[config.mk]
export PLATFORM = sky130hd
export DESIGN_NAME = vga_pixel_mixer_flat
export DESIGN_NICKNAME = d
export VERILOG_FILES = /design/src/rtl/vga_pixel_mixer_pkg.sv /design/src/rtl/vga_pixel_mixer_if.sv /design/src/rtl/vga_pixel_mixer_sprite_hit_addr.sv /design/src/rtl/vga_pixel_mixer.sv /design/src/flat_wrapper.sv
export SDC_FILE = /design/constraint.sdc
export NUM_CORES = 1
export LEC_CHECK = 0
export ABC_AREA = 1
export CAP_MARGIN = 5
export CORE_ASPECT_RATIO = 2
export CORE_MARGIN = 4
export CORE_UTILIZATION = 40
export DETAILED_ROUTE_END_ITERATION = 10
export GPL_ROUTABILITY_DRIVEN = 0
export PLACE_DENSITY = 0.67
export RECOVER_POWER = 50
export SYNTH_ARGS = -nofsm -noshare
export SYNTH_HDL_FRONTEND = slang
export SYNTH_HIERARCHICAL = 1
export SYNTH_SLANG_ARGS = --single-unit
[constraint.sdc]
create_clock -name clk -period 4 [get_ports clk]
set_input_delay 0.6 -clock clk [delete_from_list [all_inputs] [get_ports clk]]
set_output_delay 0.6 -clock clk [all_outputs]
set_load 0.03 [all_outputs]
[src/rtl/vga_pixel_mixer_pkg.sv]
// rtl/vga_pixel_mixer_pkg.sv - shared display, ROM and pixel definitions for the pixel mixer
package vga_pixel_mixer_pkg;

   localparam int H_DISP         = 640;
   localparam int V_DISP         = 480;
   localparam int BG_W           = H_DISP / 4;
   localparam int BG_H           = V_DISP / 4;
   localparam int SPR_W          = 64;
   localparam int SPR_H          = 64;
   localparam int ROM_READ_DELAY = 2;
   localparam int COLOR_W        = 12;

   localparam int X_W        = 10;
   localparam int Y_W        = 9;
   localparam int BG_ADDR_W  = 15;
   localparam int SPR_ADDR_W = 12;
   localparam int BG_ROW_W   = 7;

   typedef logic [COLOR_W-1:0] color_t;

   localparam color_t KEY_COLOR = 12'h000;

   typedef struct packed {
      color_t rgb;
      logic   h_sync;
      logic   v_sync;
      logic   disp;
   } pix_out_t;

   localparam pix_out_t PIX_OUT_RESET = '{rgb: '0, h_sync: 1'b1, v_sync: 1'b1, disp: 1'b0};

   // Both operands are below BG_H, so a single conditional subtract is a full modulo.
   function automatic logic [BG_ROW_W-1:0] bg_row_wrap(input logic [BG_ROW_W-1:0] row,
                                                       input logic [BG_ROW_W-1:0] scroll);
      logic [BG_ROW_W:0] sum;
      sum = {1'b0, row} + {1'b0, scroll};
      if (sum >= (BG_ROW_W+1)'(BG_H))
         sum = sum - (BG_ROW_W+1)'(BG_H);
      return sum[BG_ROW_W-1:0];
   endfunction

endpackage

[src/rtl/vga_pixel_mixer_if.sv]
// rtl/vga_pixel_mixer_if.sv - background and sprite ROM read bus
interface vga_pixel_mixer_if;
   import vga_pixel_mixer_pkg::*;

   logic [BG_ADDR_W-1:0]  bg_addr;
   color_t                bg_data;
   logic [SPR_ADDR_W-1:0] spr_addr;
   color_t                spr_data;

   modport master (output bg_addr, output spr_addr, input bg_data, input spr_data);
   modport slave  (input bg_addr, input spr_addr, output bg_data, output spr_data);
endinterface

[src/rtl/vga_pixel_mixer_sprite_hit_addr.sv]
// rtl/vga_pixel_mixer_sprite_hit_addr.sv - registered sprite hit test and sprite ROM address
module vga_pixel_mixer_sprite_hit_addr
   import vga_pixel_mixer_pkg::*;
(
   input  logic                  clk,
   input  logic                  rst_n,
   input  logic [X_W-1:0]        req_x_i,
   input  logic [Y_W-1:0]        req_y_i,
   input  logic [X_W-1:0]        pos_x_i,
   input  logic [Y_W-1:0]        pos_y_i,
   output logic                  hit_o,
   output logic [SPR_ADDR_W-1:0] spr_addr_o
);
   localparam int SPR_XB = $clog2(SPR_W);
   localparam int SPR_YB = $clog2(SPR_H);

   logic signed [X_W:0]   dx;
   logic signed [Y_W:0]   dy;
   logic                  hit_d;
   logic                  hit_q;
   logic [SPR_ADDR_W-1:0] addr_d;
   logic [SPR_ADDR_W-1:0] addr_q;

   assign dx = $signed({1'b0, req_x_i}) - $signed({1'b0, pos_x_i});
   assign dy = $signed({1'b0, req_y_i}) - $signed({1'b0, pos_y_i});

   // Sprite sizes are powers of two: 0 <= d < size iff sign and upper bits are all zero.
   assign hit_d  = (dx[X_W:SPR_XB] == '0) && (dy[Y_W:SPR_YB] == '0);
   assign addr_d = hit_d ? {dy[SPR_YB-1:0], dx[SPR_XB-1:0]} : '0;

   always_ff @(posedge clk or negedge rst_n) begin
      if (!rst_n) begin
         hit_q  <= 1'b0;
         addr_q <= '0;
      end else begin
         hit_q  <= hit_d;
         addr_q <= addr_d;
      end
   end

   assign hit_o      = hit_q;
   assign spr_addr_o = addr_q;
endmodule

[src/rtl/vga_pixel_mixer.sv]
// rtl/vga_pixel_mixer.sv - scrolling background plus keyed sprite compositor feeding the VGA pins
module vga_pixel_mixer
   import vga_pixel_mixer_pkg::*;
(
   input  logic              clk,
   input  logic              rst_n,
   input  logic              h_sync_i,
   input  logic              v_sync_i,
   input  logic              disp_i,
   input  logic [X_W-1:0]    req_x_addr_i,
   input  logic [Y_W-1:0]    req_y_addr_i,
   input  logic [X_W-1:0]    player_x_i,
   input  logic [Y_W-1:0]    player_y_i,
   input  logic              scroll_en_i,
   vga_pixel_mixer_if.master rom,
   output color_t            rgb_o,
   output logic              h_sync_o,
   output logic              v_sync_o,
   output logic              disp_o
);
   logic                      v_sync_q;
   logic                      frame_evt;
   logic [X_W-1:0]            px_s_q, px_s_d;
   logic [Y_W-1:0]            py_s_q, py_s_d;
   logic [BG_ROW_W-1:0]       scroll_q, scroll_d;
   logic [BG_ROW_W-1:0]       bg_row;
   logic [BG_ADDR_W-1:0]      bg_addr_q, bg_addr_d;
   logic                      hit_a;
   logic [ROM_READ_DELAY-1:1] hit_dly_q;
   logic                      hit_d;
   pix_out_t                  out_q, out_d;

   assign frame_evt = v_sync_q & ~v_sync_i;

   // Player position and scroll only move at frame start so a frame never tears.
   always_comb begin
      px_s_d   = px_s_q;
      py_s_d   = py_s_q;
      scroll_d = scroll_q;
      if (frame_evt) begin
         px_s_d = player_x_i;
         py_s_d = player_y_i;
         if (scroll_en_i)
            scroll_d = (scroll_q == BG_ROW_W'(BG_H - 1)) ? '0 : scroll_q + 1'b1;
      end
   end

   assign bg_row    = bg_row_wrap(req_y_addr_i[Y_W-1:2], scroll_q);
   assign bg_addr_d = BG_ADDR_W'(bg_row) * BG_ADDR_W'(BG_W) + BG_ADDR_W'(req_x_addr_i[X_W-1:2]);

   vga_pixel_mixer_sprite_hit_addr u_player (
      .clk        (clk),
      .rst_n      (rst_n),
      .req_x_i    (req_x_addr_i),
      .req_y_i    (req_y_addr_i),
      .pos_x_i    (px_s_q),
      .pos_y_i    (py_s_q),
      .hit_o      (hit_a),
      .spr_addr_o (rom.spr_addr)
   );

   assign hit_d = hit_dly_q[ROM_READ_DELAY-1];

   always_comb begin
      out_d.h_sync = h_sync_i;
      out_d.v_sync = v_sync_i;
      out_d.disp   = disp_i;
      out_d.rgb    = '0;
      if (disp_i)
         out_d.rgb = (hit_d && rom.spr_data != KEY_COLOR) ? rom.spr_data : rom.bg_data;
   end

   always_ff @(posedge clk or negedge rst_n) begin
      if (!rst_n) begin
         v_sync_q  <= 1'b1;
         px_s_q    <= '0;
         py_s_q    <= '0;
         scroll_q  <= '0;
         bg_addr_q <= '0;
         hit_dly_q <= '0;
         out_q     <= PIX_OUT_RESET;
      end else begin
         v_sync_q     <= v_sync_i;
         px_s_q       <= px_s_d;
         py_s_q       <= py_s_d;
         scroll_q     <= scroll_d;
         bg_addr_q    <= bg_addr_d;
         hit_dly_q[1] <= hit_a;
         for (int i = 2; i < ROM_READ_DELAY; i++)
            hit_dly_q[i] <= hit_dly_q[i-1];
         out_q        <= out_d;
      end
   end

   assign rom.bg_addr = bg_addr_q;
   assign rgb_o       = out_q.rgb;
   assign h_sync_o    = out_q.h_sync;
   assign v_sync_o    = out_q.v_sync;
   assign disp_o      = out_q.disp;
endmodule

[src/flat_wrapper.sv]
// flat-port wrapper written by rule: the top's interface ports become plain ports
module vga_pixel_mixer_flat import vga_pixel_mixer_pkg::*;
  (clk, rst_n, h_sync_i, v_sync_i, disp_i, req_x_addr_i, req_y_addr_i, player_x_i, player_y_i, scroll_en_i, rgb_o, h_sync_o, v_sync_o, disp_o, rom_bg_addr, rom_spr_addr, rom_bg_data, rom_spr_data);
  vga_pixel_mixer_if rom_i ();
  input  logic clk;
  input  logic rst_n;
  input  logic h_sync_i;
  input  logic v_sync_i;
  input  logic disp_i;
  input  logic [X_W-1:0] req_x_addr_i;
  input  logic [Y_W-1:0] req_y_addr_i;
  input  logic [X_W-1:0] player_x_i;
  input  logic [Y_W-1:0] player_y_i;
  input  logic scroll_en_i;
  output color_t rgb_o;
  output logic h_sync_o;
  output logic v_sync_o;
  output logic disp_o;
  output wire logic [$bits(rom_i.bg_addr)-1:0] rom_bg_addr;
  output wire logic [$bits(rom_i.spr_addr)-1:0] rom_spr_addr;
  input wire logic [$bits(rom_i.bg_data)-1:0] rom_bg_data;
  input wire logic [$bits(rom_i.spr_data)-1:0] rom_spr_data;
  assign rom_bg_addr = rom_i.bg_addr;
  assign rom_spr_addr = rom_i.spr_addr;
  assign rom_i.bg_data = rom_bg_data;
  assign rom_i.spr_data = rom_spr_data;
  vga_pixel_mixer u_core (.clk(clk), .rst_n(rst_n), .h_sync_i(h_sync_i), .v_sync_i(v_sync_i), .disp_i(disp_i), .req_x_addr_i(req_x_addr_i), .req_y_addr_i(req_y_addr_i), .player_x_i(player_x_i), .player_y_i(player_y_i), .scroll_en_i(scroll_en_i), .rom(rom_i), .rgb_o(rgb_o), .h_sync_o(h_sync_o), .v_sync_o(v_sync_o), .disp_o(disp_o));
endmodule
==> impl_metrics.tcl <==
set metrics [dict create \
    grt_pass1_vias 4223 \
    yosysTopAreaCell "dfrtp_1" \
    n_antenna_cell 0 \
    fin_ws_ns 0.1710 \
    clock_path_buffers 2 \
    cts_tree "done" \
    ys_seq_elements 70 \
    synth_mux_area_share_pct 0 \
    yosysWarnings 6 \
    worstPathCellList "clkdlybuf4s50_1 > ha_2 > fa_2 > nand3_2 > nand2_1 > nand2_1 > nand2_2 > nor2_4 > nand3_4 > nand2_4 > xor2_2 > ha_1 > ha_2 > fa_2 > inv_1 > nor2_2 > nand2_1 > nor2_2 > nand3_1 > o21bai_1" \
    hold_viol 0 \
    wire_per_inst_um 12.76 \
    cp.required_ns 4.25 \
    vias 4129 \
    fmax_mhz 261.2 \
    leakagePower_nw 3.250 \
    die_w_um 83.43 \
    failed_checks "capacitance limit, slew limit" \
    worstPathArrival_ns 4.08 \
    synthesis.nets 691 \
    dr.max_layer_used "met4" \
    grt_antenna_before_repair 0 \
    cp_slowest_stage_delay_ns 0.56 \
    synth_top_family_by_area "simple AND/OR/NAND/NOR gates" \
    routed_wl_um 11070 \
    drive_gt1_share_pct 14.97 \
    intPower_mw 2.760 \
    synth_top_cell_area_share_pct 37.38 \
    grt_overflow 0 \
    p_per_area_nw_per_um2 758.7 \
    start_kind "primary input" \
    path_max_fanout 3 \
    period_share_pct 95.73 \
    synth-xor-area-share_pct 3.848 \
    die_area_um2 13250 \
    htree_levels 3 \
    crit_type "primary input to register" \
    met2_length_um 6324 \
    wl_met3_um 547 \
    syn_area_um2 4552 \
    drt-met1-wl_um 3923 \
    fillers 992 \
    synth-async-reset-ratio_pct 100.0 \
    synthFlopType "dfrtp_1" \
    crit_buf_inv 2 \
    layout_min_cycle_time_ns 3.829 \
    synth_cells 580 \
    clock_skew_ns 0.007581 \
    p_sw_mw 2.023 \
    clock_sinks 70 \
    area_delta_synth_final_pct 38.48 \
    hpwlAfterDp_um 8859 \
    cts_made_buffers 9 \
    swShare_pct 42.29 \
    drc 0 \
    ant_nets 0 \
    synth_edf_count 0 \
    synthAdderAreaFrac_pct 12.64 \
    start_util_pct 41.33 \
    setup_violations 0 \
    io_pins 110 \
    num_rows 54 \
    slowest_stage "fa_2" \
    final_nets 834 \
    power_frac_seq_pct 19.2 \
    synth_compound_area_share_pct 4.673 \
    port_buffers 109 \
    path_delay_family "adder cells" \
    grt_use_total_pct 17.26 \
    yosysUniqueCellTypes 38 \
    chipHeight_um 158.9 \
    core_um2 11010 \
    holdWs_ns 0.3591 \
    relSlewSlack_pct -12.96 \
    synthSimpleGateAreaFrac_pct 32.57 \
    cts-root-buf "clkbuf_16" \
    drt-pass1-iter-count 5 \
    viasPerCell 4.757 \
    design_area_um2 6304 \
    pwr-share-clk_pct 14.5 \
    status "finished with violations" \
    p_comb_share_pct 66.4 \
    hp-class "register to register" \
    place_ws_ns -0.2701 \
    drtIter0Drc 145 \
    slew_violations 71 \
    worstMarginPinSlew_ns 1.694 \
    final_common_cell "nand2_1" \
    ys_seq_area_share_pct 38.54 \
    finalPower_mw 4.783 \
    path_clk_slew_ns 0.05 \
    grt_pass1_wl_um 18640 \
    cts_hold_buffers 0 \
    grt_start_max_net_pins 71 \
    syn_avg_cell_area_um2 7.848 \
    peakVddDrop_mv 0.4543 \
    cp_common_cell "nand2_1" \
    end_kind "register" \
    synth_area_leaders "dfrtp_1 (37%), nand2_1 (14%), ha_1 (10%)" \
    final_cell_mix "nand2_1 (166), clkdlybuf4s50_1 (93), inv_1 (77)" \
    clk_latency_ns 0.33 \
    placed_area_um2 5992 \
    maxCapViolations 1 \
]
## worst register-to-register path: stages (launching register included)
cell,delay (ns)
dfrtp_1,0.44
ha_2,0.23
fa_2,0.43
nand3_2,0.11
nand2_1,0.06
nand2_1,0.07
nand2_2,0.07
nor2_4,0.12
nand3_4,0.10
nand2_4,0.08
xor2_2,0.17
ha_1,0.26
ha_2,0.20
fa_2,0.56
inv_1,0.05
nor2_2,0.11
nand2_1,0.08
nor2_2,0.12
nand3_1,0.09
o21bai_1,0.13
## registers in the layout, indices dropped and copies added, names as in the netlist
name / cells
u_core/px_s_q: 10
u_core/u_player/spr_addr_o: 12
u_core/py_s_q: 9
u_core/rgb_o: 12
u_core/u_player/hit_o: 1
u_core/h_sync_o: 1
u_core/hit_d: 1
u_core/v_sync_o: 1
u_core/scroll_q: 7
u_core/disp_o: 1
u_core/rom.bg_addr: 15
## metal layers
layer	vias up	track usage, %
met4	0	6.735
li1	2092	-
met5	-	0
met1	1897	16.28
met3	20	4.357
met2	120	34.36
## kinds of logic after synthesis
kind of cell	Yosys count
and+or+nand+nor	318
buffers and inverters	91
DFF	70
adders and majority gates	43
AOI/OAI and AO/OA	38
xor gates and xnor gates	20
## cell usage after synthesis, types with 7 or more instances
cell and n:
a21oi_1 14, dfrtp_1 68, ha_1 38, inv_1 77, nand2_1 166, nand2_2 15, nand2_4 7, nand3_1 32
nor2_1 61, nor2_2 12, o21ai_0 16, xnor2_1 8, xor2_1 12
## power groups by stage
stage	Clock, mW	Combinational, mW	Sequential, mW
after floorplan	0	1.84	1.04
after global placement	0	2.88	0.924
after detailed placement	0	2.98	0.929
after CTS	0.715	2.99	0.917
after global routing	0.751	3.56	0.931
final	0.692	3.17	0.917
## path summary, 6_finish.rpt
kind                                       start                            end  slack [ns]  cells after the start
setup / recovery                 req_y_addr_i[2]         u_core/rom.bg_addr[14]        0.17                     20
hold reg to reg            u_core/u_player/hit_o                   u_core/hit_d        0.36                      0
setup reg to reg              u_core/scroll_q[0]         u_core/rom.bg_addr[14]        0.42                     19
max in group asynchronous                  rst_n         u_core/rom.bg_addr[13]        2.28                      1
min in group asynchronous                  rst_n  u_core/u_player/spr_addr_o[6]        0.72                      1
hold / removal             u_core/u_player/hit_o                   u_core/hit_d        0.36                      0
## through the flow
| stage | std cells | TNS, ns | utilization, % |
|---|---|---|---|
| after floorplan | 580 | 0 | - |
| after detailed placement | 850 | -0.9349 | 54.41 |
| final | 868 | 0 | 57.24 |
| after global placement | 850 | -0.4566 | 54.41 |
| after CTS | 866 | 0 | 56.77 |
| after global routing | 868 | -0.09765 | 57.24 |
## layout make-up
class / instances / area (um^2) / area share, %
flip-flops and latches: 70 / 1754 / 27.83
inverters: 84 / 317.8 / 5.042
repair buffers: 139 / 1308 / 20.74
well taps: 140 / 175.2 / 2.779
clock inverters: 5 / 27.53 / 0.4367
clock buffers: 11 / 232.7 / 3.692
multi-input cells: 419 / 2489 / 39.48
## timing repair
item | in CTS | in global routing
endpoints found under the hold margin | 0 | 0
setup buffers | 0 | 2
resized for setup | 0 | 12
setup endpoints to repair | 0 | 5
Power figures use the tool's default switching activity.
